## src/rtl/adcspi.sv

```systemverilog
// adcspi: read-side SPI controller for the dual-channel LTC1407A-type ADC.
// A one-cycle request starts a conversion strobe on AD_CONV, then one
// 34-slot frame is shifted in from SPI_MISO on the shared SCK timing pulse.
// Both channel samples are published together with a one-cycle done pulse.
module adcspi #(
    parameter int LEAD_BITS = 2,
    parameter int DATA_BITS = 14,
    parameter int GAP_BITS  = 2,
    parameter int TAIL_BITS = 2
) (
    input  logic                 CLK50MHZ,
    input  logic                 RST,
    input  logic                 spi_sck_trig,
    input  logic                 SPI_MISO,
    output logic                 AD_CONV,
    input  logic                 adctrig,
    output logic                 adcbusy,
    output logic                 adcdone,
    output logic [DATA_BITS-1:0] ch0,
    output logic [DATA_BITS-1:0] ch1
);

    localparam int FRAME = LEAD_BITS + DATA_BITS + GAP_BITS + DATA_BITS + TAIL_BITS;
    localparam int CW    = $clog2(FRAME);

    // Frame slot boundaries, expressed in counter width
    localparam logic [CW-1:0] CH0_FIRST = CW'(LEAD_BITS);
    localparam logic [CW-1:0] CH0_LAST  = CW'(LEAD_BITS + DATA_BITS - 1);
    localparam logic [CW-1:0] CH1_FIRST = CW'(LEAD_BITS + DATA_BITS + GAP_BITS);
    localparam logic [CW-1:0] CH1_LAST  = CW'(LEAD_BITS + 2 * DATA_BITS + GAP_BITS - 1);
    localparam logic [CW-1:0] LAST_IDX  = CW'(FRAME - 1);

    localparam logic [2:0] ST_IDLE     = 3'd0;
    localparam logic [2:0] ST_WAITCONV = 3'd1;
    localparam logic [2:0] ST_CONV     = 3'd2;
    localparam logic [2:0] ST_SHIFT    = 3'd3;
    localparam logic [2:0] ST_DONE     = 3'd4;

    logic [2:0]           state_q, state_d;
    logic [CW-1:0]        cnt_q, cnt_d;
    logic [DATA_BITS-1:0] sh0_q, sh0_d;
    logic [DATA_BITS-1:0] sh1_q, sh1_d;
    logic [DATA_BITS-1:0] ch0_q, ch0_d;
    logic [DATA_BITS-1:0] ch1_q, ch1_d;
    logic                 conv_q, conv_d;
    logic                 busy_q, busy_d;
    logic                 done_q, done_d;

    // Next-state logic: sequence request -> strobe -> frame shift -> publish
    always_comb begin
        state_d = state_q;
        cnt_d   = cnt_q;
        sh0_d   = sh0_q;
        sh1_d   = sh1_q;
        ch0_d   = ch0_q;
        ch1_d   = ch1_q;
        conv_d  = conv_q;
        busy_d  = busy_q;
        done_d  = 1'b0;
        case (state_q)
            ST_IDLE: begin
                if (adctrig) begin
                    state_d = ST_WAITCONV;
                    busy_d  = 1'b1;
                end
            end
            ST_WAITCONV: begin
                if (spi_sck_trig) begin
                    state_d = ST_CONV;
                    conv_d  = 1'b1;
                end
            end
            ST_CONV: begin
                if (spi_sck_trig) begin
                    state_d = ST_SHIFT;
                    conv_d  = 1'b0;
                    cnt_d   = '0;
                end
            end
            ST_SHIFT: begin
                if (spi_sck_trig) begin
                    if (cnt_q >= CH0_FIRST && cnt_q <= CH0_LAST) begin
                        sh0_d = {sh0_q[DATA_BITS-2:0], SPI_MISO};
                    end else if (cnt_q >= CH1_FIRST && cnt_q <= CH1_LAST) begin
                        sh1_d = {sh1_q[DATA_BITS-2:0], SPI_MISO};
                    end
                    if (cnt_q == LAST_IDX) begin
                        state_d = ST_DONE;
                        done_d  = 1'b1;
                        ch0_d   = sh0_d;
                        ch1_d   = sh1_d;
                    end else begin
                        cnt_d = cnt_q + 1'b1;
                    end
                end
            end
            ST_DONE: begin
                state_d = ST_IDLE;
                busy_d  = 1'b0;
            end
            default: begin
                state_d = ST_IDLE;
                busy_d  = 1'b0;
                conv_d  = 1'b0;
            end
        endcase
    end

    // State registers with synchronous reset that also clears published samples
    always_ff @(posedge CLK50MHZ) begin
        if (RST) begin
            state_q <= ST_IDLE;
            cnt_q   <= '0;
            sh0_q   <= '0;
            sh1_q   <= '0;
            ch0_q   <= '0;
            ch1_q   <= '0;
            conv_q  <= 1'b0;
            busy_q  <= 1'b0;
            done_q  <= 1'b0;
        end else begin
            state_q <= state_d;
            cnt_q   <= cnt_d;
            sh0_q   <= sh0_d;
            sh1_q   <= sh1_d;
            ch0_q   <= ch0_d;
            ch1_q   <= ch1_d;
            conv_q  <= conv_d;
            busy_q  <= busy_d;
            done_q  <= done_d;
        end
    end

    assign AD_CONV = conv_q;
    assign adcbusy = busy_q;
    assign adcdone = done_q;
    assign ch0     = ch0_q;
    assign ch1     = ch1_q;

endmodule

```

## config.mk

```make
export PLATFORM = sky130hd
export DESIGN_NAME = adcspi
export DESIGN_NICKNAME = d
export VERILOG_FILES = /design/src/rtl/adcspi.sv
export SDC_FILE = /design/constraint.sdc
export NUM_CORES = 1
export LEC_CHECK = 0
export CAP_MARGIN = 20
export CORE_AREA = 8 8 86 88
export DETAILED_ROUTE_END_ITERATION = 8
export DIE_AREA = 0 0 94 96
export MAX_ROUTING_LAYER = met4
export PLACE_DENSITY = 0.78
export SETUP_SLACK_MARGIN = 0.05
export SYNTH_ARGS = -nofsm -noshare
export SYNTH_HDL_FRONTEND = slang
export SYNTH_SLANG_ARGS = --single-unit
```

## constraint.sdc

```tcl
create_clock -name CLK50MHZ -period 2.4 [get_ports CLK50MHZ]
set_clock_uncertainty 0.15 [all_clocks]
set_input_delay 0.6 -clock CLK50MHZ [delete_from_list [all_inputs] [get_ports CLK50MHZ]]
set_output_delay 0.6 -clock CLK50MHZ [all_outputs]
set_load 0.005 [all_outputs]
```

==> flow_summary.json <==
{
  "hold_viol": 0,
  "grt_pass1_wl_um": 9729,
  "via_per_inst": 5.152,
  "cts_setup_buffers": 0,
  "antenna_found_initial": 0,
  "crit_family": "buffers and inverters",
  "hold_depth": 2,
  "num_io_pins": 36,
  "synth_edf_count": 0,
  "ys_ff_latch": 68,
  "synth_nets": 335,
  "totalWireLength_um": 5587,
  "crit_path_top_delay_cell": "clkdlybuf4s50_1",
  "ctsResizeCount": 0,
  "synth_cells": 326,
  "worstPathRequired_ns": 1.65,
  "synth_area_leaders": "dfxtp_1 46%, nand2_1 9.3%, a311oi_2 6.1%",
  "die_h_um": 96,
  "insertion_delay_ns": 0.34,
  "reg2reg_depth": 6,
  "grt_overflow_total": 0,
  "antenna_left": 0,
  "r2r-start": "cnt_q[1]$_SDFFE_PP0P_",
  "drv_slew": 0,
  "cp-start-kind": "flop",
  "crit_arrival_ns": 1.22,
  "path_buf_inv": 1,
  "min_path_type": "reg2reg",
  "cts_inserted_buffers": 9,
  "max_cap_viol_count": 0,
  "syn_avg_cell_area_um2": 9.073,
  "slew_headroom": 0.7388,
  "whs_endpoint": "ch1[13]$_SDFFE_PP0P_",
  "setup_violations": 0,
  "cp_max_fo": 2,
  "fillers": 568,
  "powerDensity_nw_per_um2": 620.0,
  "hpwlAfterDp_um": 3663,
  "cts_buffer_depth": 2,
  "drc_errors": 0,
  "period_share": 0.8226,
  "status": "completed",
  "synth_warnings": 0,
  "port_buffers": 35,
  "grt_use_total": 0.1386,
  "regToRegSetupSlack_ns": 0.48,
  "drive_gt1_frac": 0.1267,
  "vias": 2267,
  "grt_max_degree": 58,
  "dieWidth_um": 94,
  "r2r-end": "ch0[0]$_SDFFE_PP0P_",
  "synth_ff_type": "dfxtp_1",
  "syn_area_um2": 2958,
  "power.leakage_nw": 1.224,
  "die_area_um2": 9024,
  "finalSetupTns_ns": 0,
  "yosys.area.top_type_share": 0.4602,
  "rows": 29,
  "placeableCoreArea_um2": 6096,
  "path_cells": "clkdlybuf4s50_1",
  "final_core_util": 0.5776,
  "worstSetupEndpointType": "output pin",
  "tritoncts": "done",
  "cts.sinks": 68,
  "irDropWorstVdd_mv": 0.3890,
  "fin_crit_ns": 1.974,
  "yosysTopAreaCell": "dfxtp_1",
  "cts_root_buf": "clkbuf_8",
  "worst-setup-path-type": "reg2out",
  "max_stage_delay_ns": 0.52,
  "rsz0062_at_grt": "no",
  "cts_hold_buf": 0,
  "hp-start": "sh1_q[13]$_SDFFE_PP0N_",
  "tightest_slew_ns": 0.3904,
  "initial_core_util": 0.4852,
  "grt_pass1_vias": 2219,
  "ys_seq_area_frac": 0.4602,
  "path_clk_slew_ns": 0.08,
  "final_nets": 367,
  "routabilityCongestion": 0.7859,
  "area_delta_synth_final_pct": 19.04,
  "routedWlPerCell_um": 12.70,
  "synth_cell_types": 46,
  "postSynth.asyncResetShare": 0,
  "clock.fmax_mhz": 506.5,
  "drt_iter0_markers": 119,
  "first_pass_iters": 4,
  "antenna_cells": 0,
  "cts_max_level": 3
}
-- synthesized netlist by cell type, drive strengths merged, types with 2 or more instances --
cell type	n
nand2	73
dfxtp	68
nor2	36
a21oi	32
nand3	17
mux2i	16
buf	15
a311oi	14
clkbuf	8
o21ai	6
nand3b	5
ha	4
inv	3
nand2b	3
or3	3
a31oi	2
nor3	2
o21a	2
-- report_power, final --
part           leakage, nW  switching, mW  internal [mW]  total [mW]
Combinational        0.574         0.0361         0.0307      0.0667
Clock                0.102          0.476          0.497       0.973
Sequential           0.548        0.00954           1.13        1.14
Total                 1.22          0.521           1.66        2.18
-- how the worst max path moves through the flow --
stage                          start  slack (ns)                     to  cells after the start
2_1_floorplan           spi_sck_trig        0.46    ch0[0]$_SDFFE_PP0P_                      8
3_3_place_gp            spi_sck_trig        0.14   ch0[11]$_SDFFE_PP0P_                      6
3_5_place_dp            spi_sck_trig        0.08    ch0[8]$_SDFFE_PP0P_                      6
4_1_cts         AD_CONV$_SDFFE_PP0P_        0.40                AD_CONV                      1
5_1_grt        cnt_q[0]$_SDFFE_PP0P_        0.31  sh0_q[6]$_SDFFE_PP0N_                      7
6_report        ch1[13]$_SDFFE_PP0P_        0.43                ch1[13]                      1
-- layout make-up --
type / count / area (um2) / share of cell area
Clock buffer: 9 / 123.9 / 0.03518
Clock inverter: 7 / 83.83 / 0.02381
Inverter: 3 / 11.26 / 0.003198
Multi-Input combinational cell: 231 / 1386 / 0.3937
Sequential cell: 68 / 1361 / 0.3866
Tap cell: 77 / 96.34 / 0.02736
Timing Repair Buffer: 45 / 457.9 / 0.1301
-- registers in the layout, indices dropped and copies added (netlist names) --
name	count
adcdone	1
state_q	3
sh0_q	14
AD_CONV	1
ch0	14
sh1_q	14
adcbusy	1
cnt_q	6
ch1	14
-- kinds of logic (layout without fill, tap and decap cells) --
| kind of cell | Yosys count | in the layout | synth area share |
|---|---|---|---|
| flip-flops | 68 | 68 | 0.4602 |
| XOR/XNOR | 1 | 1 | 0.002962 |
| adder cells (fa/ha/maj) | 4 | 4 | 0.01692 |
| buffers and inverters | 27 | 64 | 0.07106 |
| AO/OA/AOI/OAI | 61 | 61 | 0.1586 |
| AND/OR/NAND/NOR | 149 | 149 | 0.2360 |
| multiplexers | 16 | 16 | 0.05414 |
-- routing by layer --
metal	global-route usage	routed length, um	vias up
met1	0.1484	2613	1050
met4	0.04888	53	0
met2	0.2340	2630	31
li1	-	-	1180
met3	0.04758	288	6
met5	-	0	-
-- layout by cell type, fill, tap and decap left out, drive strengths merged, types with 5 or more instances in the layout --
cell,Yosys,final
a21oi,32,32
a311oi,14,14
buf,15,11
clkbuf,8,9
clkdlybuf4s50,0,34
dfxtp,68,68
inv,3,6
mux2i,16,16
nand2,73,73
nand3,17,17
nand3b,5,5
nor2,36,36
o21ai,6,6
-- through the flow --
stage	hold slack, ns	cells	worst slack, ns	cell area (um2)	power [mW]
finish	0.3040	440	0.4257	3521	2.183
global route	0.3122	440	0.3052	3521	2.276
CTS	0.3014	440	0.3982	3521	2.224
detailed placement	0.2947	424	0.08030	3313	1.237
global placement	0.2908	424	0.1445	3313	1.236
floorplan	0.2815	326	0.4643	2958	1.215
-- worst reg2reg max path: stages (launching register included) --
cell	delay (ns)
dfxtp_1	0.52
ha_1	0.32
nor4_2	0.08
nor3_4	0.11
buf_4	0.29
nand2_1	0.10
a311oi_2	0.26
Power figures use the tool's default switching activity.
